### src/rtl/crossbar_allocator.sv
// crossbar_allocator: per-output round-robin arbiters with wormhole locking for a 5-port router.
// Optional per-output stall watchdog is compiled in when CBA_WATCHDOG_EN is defined.
module crossbar_allocator #(
  parameter int NUM_PORTS = 5,
  parameter int TIMEOUT   = 64
) (
  input  logic                     clk,
  input  logic                     rst,
  input  logic [NUM_PORTS-1:0]     req_valid,
  input  logic [NUM_PORTS-1:0]     req_head,
  input  logic [NUM_PORTS-1:0]     req_tail,
  input  logic [3*NUM_PORTS-1:0]   req_dest,
  input  logic [NUM_PORTS-1:0]     out_ready,
  output logic [NUM_PORTS-1:0]     grant,
  output logic [2:0]               north_out_select,
  output logic [2:0]               east_out_select,
  output logic [2:0]               south_out_select,
  output logic [2:0]               west_out_select,
  output logic [2:0]               local_out_select,
  output logic                     watchdog_err
);

  localparam logic [2:0] SEL_IDLE  = 3'b111;
  localparam logic [2:0] LAST_PORT = 3'(NUM_PORTS - 1);

  typedef enum logic {IDLE = 1'b0, LOCKED = 1'b1} state_e;

  state_e               state_q [NUM_PORTS];
  state_e               state_d [NUM_PORTS];
  logic [2:0]           owner_q [NUM_PORTS];
  logic [2:0]           owner_d [NUM_PORTS];
  logic [2:0]           ptr_q   [NUM_PORTS];
  logic [2:0]           ptr_d   [NUM_PORTS];
  logic [2:0]           sel_q   [NUM_PORTS];
  logic [2:0]           sel_d   [NUM_PORTS];
  logic [2:0]           win_s   [NUM_PORTS];
  logic [NUM_PORTS-1:0] elig_s  [NUM_PORTS];
  logic [NUM_PORTS-1:0] busy_s, grant_s, xfer_s, tail_s, found_s, force_s;
  logic                 match_s;

  function automatic logic [2:0] next_port(input logic [2:0] p);
    if (p >= LAST_PORT) begin
      return 3'd0;
    end else begin
      return p + 3'd1;
    end
  endfunction

  // Ownership map, per-output transfer detection and the combinational pop strobes.
  always_comb begin
    busy_s  = '0;
    grant_s = '0;
    xfer_s  = '0;
    tail_s  = '0;
    match_s = 1'b0;
    for (int o = 0; o < NUM_PORTS; o++) begin
      for (int i = 0; i < NUM_PORTS; i++) begin
        match_s    = (state_q[o] == LOCKED) && (owner_q[o] == 3'(i));
        busy_s[i]  = busy_s[i] | match_s;
        xfer_s[o]  = xfer_s[o] | (match_s & req_valid[i] & out_ready[o]);
        tail_s[o]  = tail_s[o] | (match_s & req_tail[i]);
        grant_s[i] = grant_s[i] | (match_s & req_valid[i] & out_ready[o]);
      end
    end
  end

  // Eligible head flits per output and the round-robin winner starting at ptr.
  always_comb begin
    int idx;
    idx = 0;
    for (int o = 0; o < NUM_PORTS; o++) begin
      found_s[o] = 1'b0;
      win_s[o]   = 3'd0;
      for (int i = 0; i < NUM_PORTS; i++) begin
        elig_s[o][i] = req_valid[i] & req_head[i] & ~busy_s[i] &
                       (req_dest[3*i +: 3] == 3'(o));
      end
      for (int k = 0; k < NUM_PORTS; k++) begin
        idx = (int'(ptr_q[o]) + k) % NUM_PORTS;
        if (!found_s[o] && elig_s[o][idx]) begin
          found_s[o] = 1'b1;
          win_s[o]   = 3'(idx);
        end else begin
          win_s[o]   = win_s[o];
        end
      end
    end
  end

`ifdef CBA_WATCHDOG_EN
  localparam int             CW         = $clog2(TIMEOUT + 1);
  localparam logic [CW-1:0]  STALL_LAST = CW'(TIMEOUT - 1);

  logic [CW-1:0] cnt_q [NUM_PORTS];
  logic [CW-1:0] cnt_d [NUM_PORTS];
  logic          wd_q, wd_d;

  // Stall counters: the cycle that would reach TIMEOUT forces the output back to IDLE.
  always_comb begin
    wd_d = 1'b0;
    for (int o = 0; o < NUM_PORTS; o++) begin
      cnt_d[o]   = '0;
      force_s[o] = 1'b0;
      if ((state_q[o] == LOCKED) && !xfer_s[o]) begin
        if (cnt_q[o] >= STALL_LAST) begin
          force_s[o] = 1'b1;
          wd_d       = 1'b1;
        end else begin
          cnt_d[o]   = cnt_q[o] + CW'(1);
        end
      end else begin
        cnt_d[o] = '0;
      end
    end
  end

  // Watchdog state registers.
  always_ff @(posedge clk or posedge rst) begin
    if (rst) begin
      wd_q <= 1'b0;
      for (int o = 0; o < NUM_PORTS; o++) cnt_q[o] <= '0;
    end else begin
      wd_q <= wd_d;
      for (int o = 0; o < NUM_PORTS; o++) cnt_q[o] <= cnt_d[o];
    end
  end

  assign watchdog_err = wd_q;
`else
  // Without the watchdog a lock is only ever released by its tail flit.
  always_comb force_s = '0;

  assign watchdog_err = 1'b0;
`endif

  // Per-output IDLE/LOCKED next state; select follows the next state so it lines up with transfers.
  always_comb begin
    for (int o = 0; o < NUM_PORTS; o++) begin
      state_d[o] = state_q[o];
      owner_d[o] = owner_q[o];
      ptr_d[o]   = ptr_q[o];
      case (state_q[o])
        IDLE: begin
          if (found_s[o]) begin
            state_d[o] = LOCKED;
            owner_d[o] = win_s[o];
            ptr_d[o]   = next_port(win_s[o]);
          end else begin
            state_d[o] = IDLE;
          end
        end
        LOCKED: begin
          if ((xfer_s[o] && tail_s[o]) || force_s[o]) begin
            state_d[o] = IDLE;
          end else begin
            state_d[o] = LOCKED;
          end
        end
        default: state_d[o] = IDLE;
      endcase
      sel_d[o] = (state_d[o] == LOCKED) ? owner_d[o] : SEL_IDLE;
    end
  end

  // Arbiter state and registered select codes.
  always_ff @(posedge clk or posedge rst) begin
    if (rst) begin
      for (int o = 0; o < NUM_PORTS; o++) begin
        state_q[o] <= IDLE;
        owner_q[o] <= 3'd0;
        ptr_q[o]   <= 3'd0;
        sel_q[o]   <= SEL_IDLE;
      end
    end else begin
      for (int o = 0; o < NUM_PORTS; o++) begin
        state_q[o] <= state_d[o];
        owner_q[o] <= owner_d[o];
        ptr_q[o]   <= ptr_d[o];
        sel_q[o]   <= sel_d[o];
      end
    end
  end

  assign grant            = grant_s;
  assign north_out_select = sel_q[0];
  assign east_out_select  = sel_q[1];
  assign south_out_select = sel_q[2];
  assign west_out_select  = sel_q[3];
  assign local_out_select = sel_q[4];

endmodule

### config.mk
export PLATFORM = sky130hd
export DESIGN_NAME = crossbar_allocator
export DESIGN_NICKNAME = d
export VERILOG_FILES = /design/src/rtl/crossbar_allocator.sv
export SDC_FILE = /design/constraint.sdc
export NUM_CORES = 1
export LEC_CHECK = 0
export CAP_MARGIN = 20
export CORE_MARGIN = 2
export CORE_UTILIZATION = 55
export CTS_CLUSTER_SIZE = 8
export DETAILED_ROUTE_END_ITERATION = 8
export GPL_ROUTABILITY_DRIVEN = 0
export GPL_TIMING_DRIVEN = 0
export PLACE_DENSITY = 0.85
export SYNTH_ARGS = -nofsm -noshare
export SYNTH_HDL_FRONTEND = slang
export SYNTH_SLANG_ARGS = --single-unit
### constraint.sdc
create_clock -name clk -period 15.4 [get_ports clk]
set_clock_uncertainty 0.2 [all_clocks]
set_input_delay 3.08 -clock clk [delete_from_list [all_inputs] [get_ports clk]]
set_output_delay 3.08 -clock clk [all_outputs]
set_load 0.03 [all_outputs]
==> metrics.md <==
| Metric | Value |
|---|---|
| Status | completed |
| DP HPWL | 22470 µm |
| Ports | slightly below 60 |
| Post-synthesis sequential area ratio | 0.1249 |
| Dpl cell area | between 10000 and 15000 µm² |
| Antenna violations before repair | 0 |
| Global-route wire length before repair | 47220 µm |
| Hold worst-path end | owner_q[5] |
| Global route overflow | 0 |
| Clock buffer depth | 2 |
| Clock latency on the worst-skew pair | ~0.3 ns |
| IO Port Bufs | 56 |
| Vias in the first global route | ~10000 |
| Tot Pwr | 0.002287 W |
| Die area | ~20000 µm² |
| Final worst slack | 6.835 ns |
| Slowest cell on crit path | clkdlybuf4s50_1 |
| # rows | 49 |
| Largest net degree at the start of global routing | 27 |
| CP required | approximately 12 ns |
| Final Hold Vio Count | 0 |
| Ant diodes | 0 |
| Final worst path period need | around 8.6 ns |
| Vias | 10867 |
| Max incr delay on CP | between 0.7 and 0.8 ns |
| WL/cell | 17.70 µm |
| CTS Sinks | 50 |
| Worst Path Arrival | around 5.3 ns |
| WS Path Type | in -> out |
| Vias per inst | 6.720 |
| Combinational group share of total power | 0.827 |
| Drt pass-1 iters | 5 |
| Post-CTS Setup Bufs | 0 |
| H-tree levels | 2 |
| Worst-margin pin slew | about 1.1 ns |
| Setup_tns | 0 ns |
| Reg-to-reg endpoint | ptr_q[13] |
| Slew Viols, Final | 0 |
| Nets | between 1500 and 2000 |
| Synth unique cells | 91 |
| Switching pwr | roughly 0.0012 W |
| Post_cts resized | 0 |
| Top Layer Used | met4 |
| Reg2Reg Depth | 24 |
| Post-CTS Hold Fix Bufs | 0 |
| LEAKAGE | 4.744 nW |
| Yosys reg bits | 50 |
| CTS tree | built |
| Die width | ~140 µm |
| Final instance area | roughly 11000 µm² |
| Setup crit end kind | primary output |
| CP Cell Sequence | clkdlybuf4s50_1 -> and3b_1 -> a32o_1 -> a221oi_1 -> a21boi_0 -> clkdlybuf4s50_1 |
| Maximum fanout along the worst path | 5 |
| Sw Ratio | 0.5461 |
| Mapped Area | 10170 µm² |
| Ys Warns | 0 |
| Wl on met1 | between 10000 and 15000 µm |
| Main synth FF type | dfrtp_1 |
| HP Class | reg -> reg |
| Multi-input gate area | ~8400 µm² |
| Cells after synthesis | 1320 |
| Met3 WL | roughly 2500 µm |
| RSZ-0062 raised after global routing | no |
| Seq pwr share | 0.117 |
| Area added between synthesis and finish | 10.31% |
| Detailed Route WL | 28620 µm |
| Root buffer cell | clkbuf_16 |
| PD cells | 203.8 nW/µm² |
| 1st-iter DRT viols | around 1000 |
| Drt drc | 0 |
| Max cap viols | 0 |
| Final setup viols | 0 |
| Hold Crit Depth | 3 |
| Hold_sp | owner_q[5] |
| Clk slew on worst S/H paths | 0.07 ns |
| Dpl ws | around 6.9 ns |
| Worst Setup Start Kind | input pin |
| WHS | approximately 0.47 ns |
| Syn nets | 1462 |
| Internal power | roughly 0.0010 W |
| Initial Util | 0.5643 |
| Rel. slew slack | 0.2284 |
| GRT Util Overall | 0.2817 |
| Register area | approximately 1300 µm² |
| Metal2 WL | ~13000 µm |
| Ys async rst share | 1.000 |
| Die Height | about 140 µm |
| Fillcell total | about 1600 |
| Critical path's most frequent cell | clkdlybuf4s50_1 |
| Reg2reg start | ptr_q[12] |
| Worst VDD drop | between 0.1 and 0.15 mV |
| Post-DRT Antenna Nets | 0 |
| R2r setup slk | approximately 9 ns |
| Final period util | 0.5562 |
| EDFF count, synth | 0 |
| Clock Power Share | 0.056 |
| Fmax | approximately 120 MHz |
| Core Box Area | ~18000 µm² |
| Critical path's top delay family | buffers and inverters |
| Share of cells above drive strength 1 | 0.09078 |
| TritonCTS buffer count | 5 |
| Mean Syn Cell Area | 7.705 µm² |
| CP Buf/Inv Count | 2 |
per-stage QoR:
step                instances  utilization
finish                   1617       0.6224
global route             1617       0.6224
floorplan                1320            -
CTS                      1615       0.6219
detailed placement       1607       0.6127
global placement         1605       0.6113
flip-flops by register name, summed over array words and instances, names as in the netlist:
register and flops:
east_out_select 3, local_out_select 3, owner_q 15, west_out_select 3
ptr_q 15, north_out_select 3, south_out_select 3, state_q 5
worst min-delay path, delay by kind of cell, from the launching register on:
kind | cells | cell delay (ns)
flip-flops | 1 | 0.32
AND/OR/NAND/NOR | 2 | 0.16
buffers and inverters | 1 | 0.15
logic make-up after synthesis:
kind of cell / count (synthesis) / share of synthesized area
buffers and inverters: 140 / 0.05388
muxes: 92 / 0.1068
and+or+nand+nor: 499 / 0.2792
xor gates and xnor gates: 47 / 0.04047
AOI/OAI and AO/OA: 385 / 0.2635
adders and majority gates: 106 / 0.1309
DFF: 50 / 0.1249
other: 1 / 0.0003687
metal layers:
| layer | vias up | track usage |
|---|---|---|
| met5 | - | 0 |
| met4 | 0 | 0.1042 |
| met3 | 88 | 0.03726 |
| met2 | 544 | 0.4657 |
| met1 | 5077 | 0.3765 |
| li1 | 5158 | - |
power by group through the flow:
stage          combinational, W  clock (W)  sequential, W
2_1_floorplan           0.00141          0       0.000287
3_3_place_gp            0.00178          0       0.000264
3_5_place_dp            0.00184          0       0.000266
4_1_cts                 0.00185   0.000128       0.000264
5_1_grt                 0.00208   0.000134       0.000275
6_report                0.00189   0.000128       0.000267
area by class of cell:
cell class,instances,share of cell area
buffer,54,0.02007
clock buffer,6,0.01149
clock inverter,2,0.003346
inverter,86,0.02877
multi-input combinational,1130,0.7445
sequential,50,0.1132
tap,229,0.02554
timing repair buffer,60,0.05308
how the worst max path moves through the flow:
stage,from,to,slack [ns],cells past startpoint
after floorplan,out_ready[0],grant[1],7.86,4
after global placement,out_ready[0],grant[1],6.88,6
after detailed placement,out_ready[0],grant[1],6.92,6
after CTS,out_ready[0],grant[1],6.89,6
after global routing,out_ready[0],grant[1],6.76,6
final,out_ready[0],grant[1],6.84,6
layout by cell type, fill, tap and decap left out, drive strengths merged, types with 15 or more instances in the layout:
cell,synthesis,final
a21oi,70,70
a22oi,21,21
a31oi,15,15
and2,15,15
and3,21,21
buf,15,17
clkbuf,39,47
clkdlybuf4s50,0,56
dfrtp,35,35
dfstp,15,15
ha,104,104
inv,86,86
mux2,39,39
mux2i,44,44
nand2,108,108
nand2b,28,28
nand3,38,38
nor2,70,70
nor2b,25,25
nor3,40,40
nor4,21,21
o211ai,16,16
o21ai,73,73
o22ai,16,16
or3,18,18
or4,15,15
xnor2,38,38
synthesized netlist by cell type, types with 10 or more instances:
cell type / number / share of area
nand2_1: 108 / 0.040
ha_1: 104 / 0.13
inv_1: 83 / 0.031
a21oi_1: 70 / 0.034
nor2_1: 69 / 0.025
o21ai_0: 69 / 0.034
mux2i_1: 44 / 0.043
nor3_1: 40 / 0.020
clkbuf_1: 39 / 0.014
nand3_1: 38 / 0.019
xnor2_1: 38 / 0.033
mux2_2: 37 / 0.041
dfrtp_1: 35 / 0.086
nand2b_1: 28 / 0.017
nor2b_1: 25 / 0.015
a22oi_1: 21 / 0.015
and3_1: 21 / 0.013
nor4_1: 18 / 0.011
or3_1: 18 / 0.011
o211ai_1: 16 / 0.012
o22ai_1: 16 / 0.0098
a31oi_1: 15 / 0.0092
and2_1: 15 / 0.0092
dfstp_2: 15 / 0.039
o21a_1: 14 / 0.010
o31ai_1: 14 / 0.010
a21o_1: 13 / 0.0096
nor4bb_1: 13 / 0.013
or4_1: 13 / 0.0096
a32oi_1: 12 / 0.010
buf_2: 12 / 0.0059
nand4_1: 12 / 0.0074
o22a_1: 11 / 0.0095
or2_2: 11 / 0.0068
nor3b_1: 10 / 0.0074
nor4b_1: 10 / 0.0086
Power figures use the tool's default switching activity.
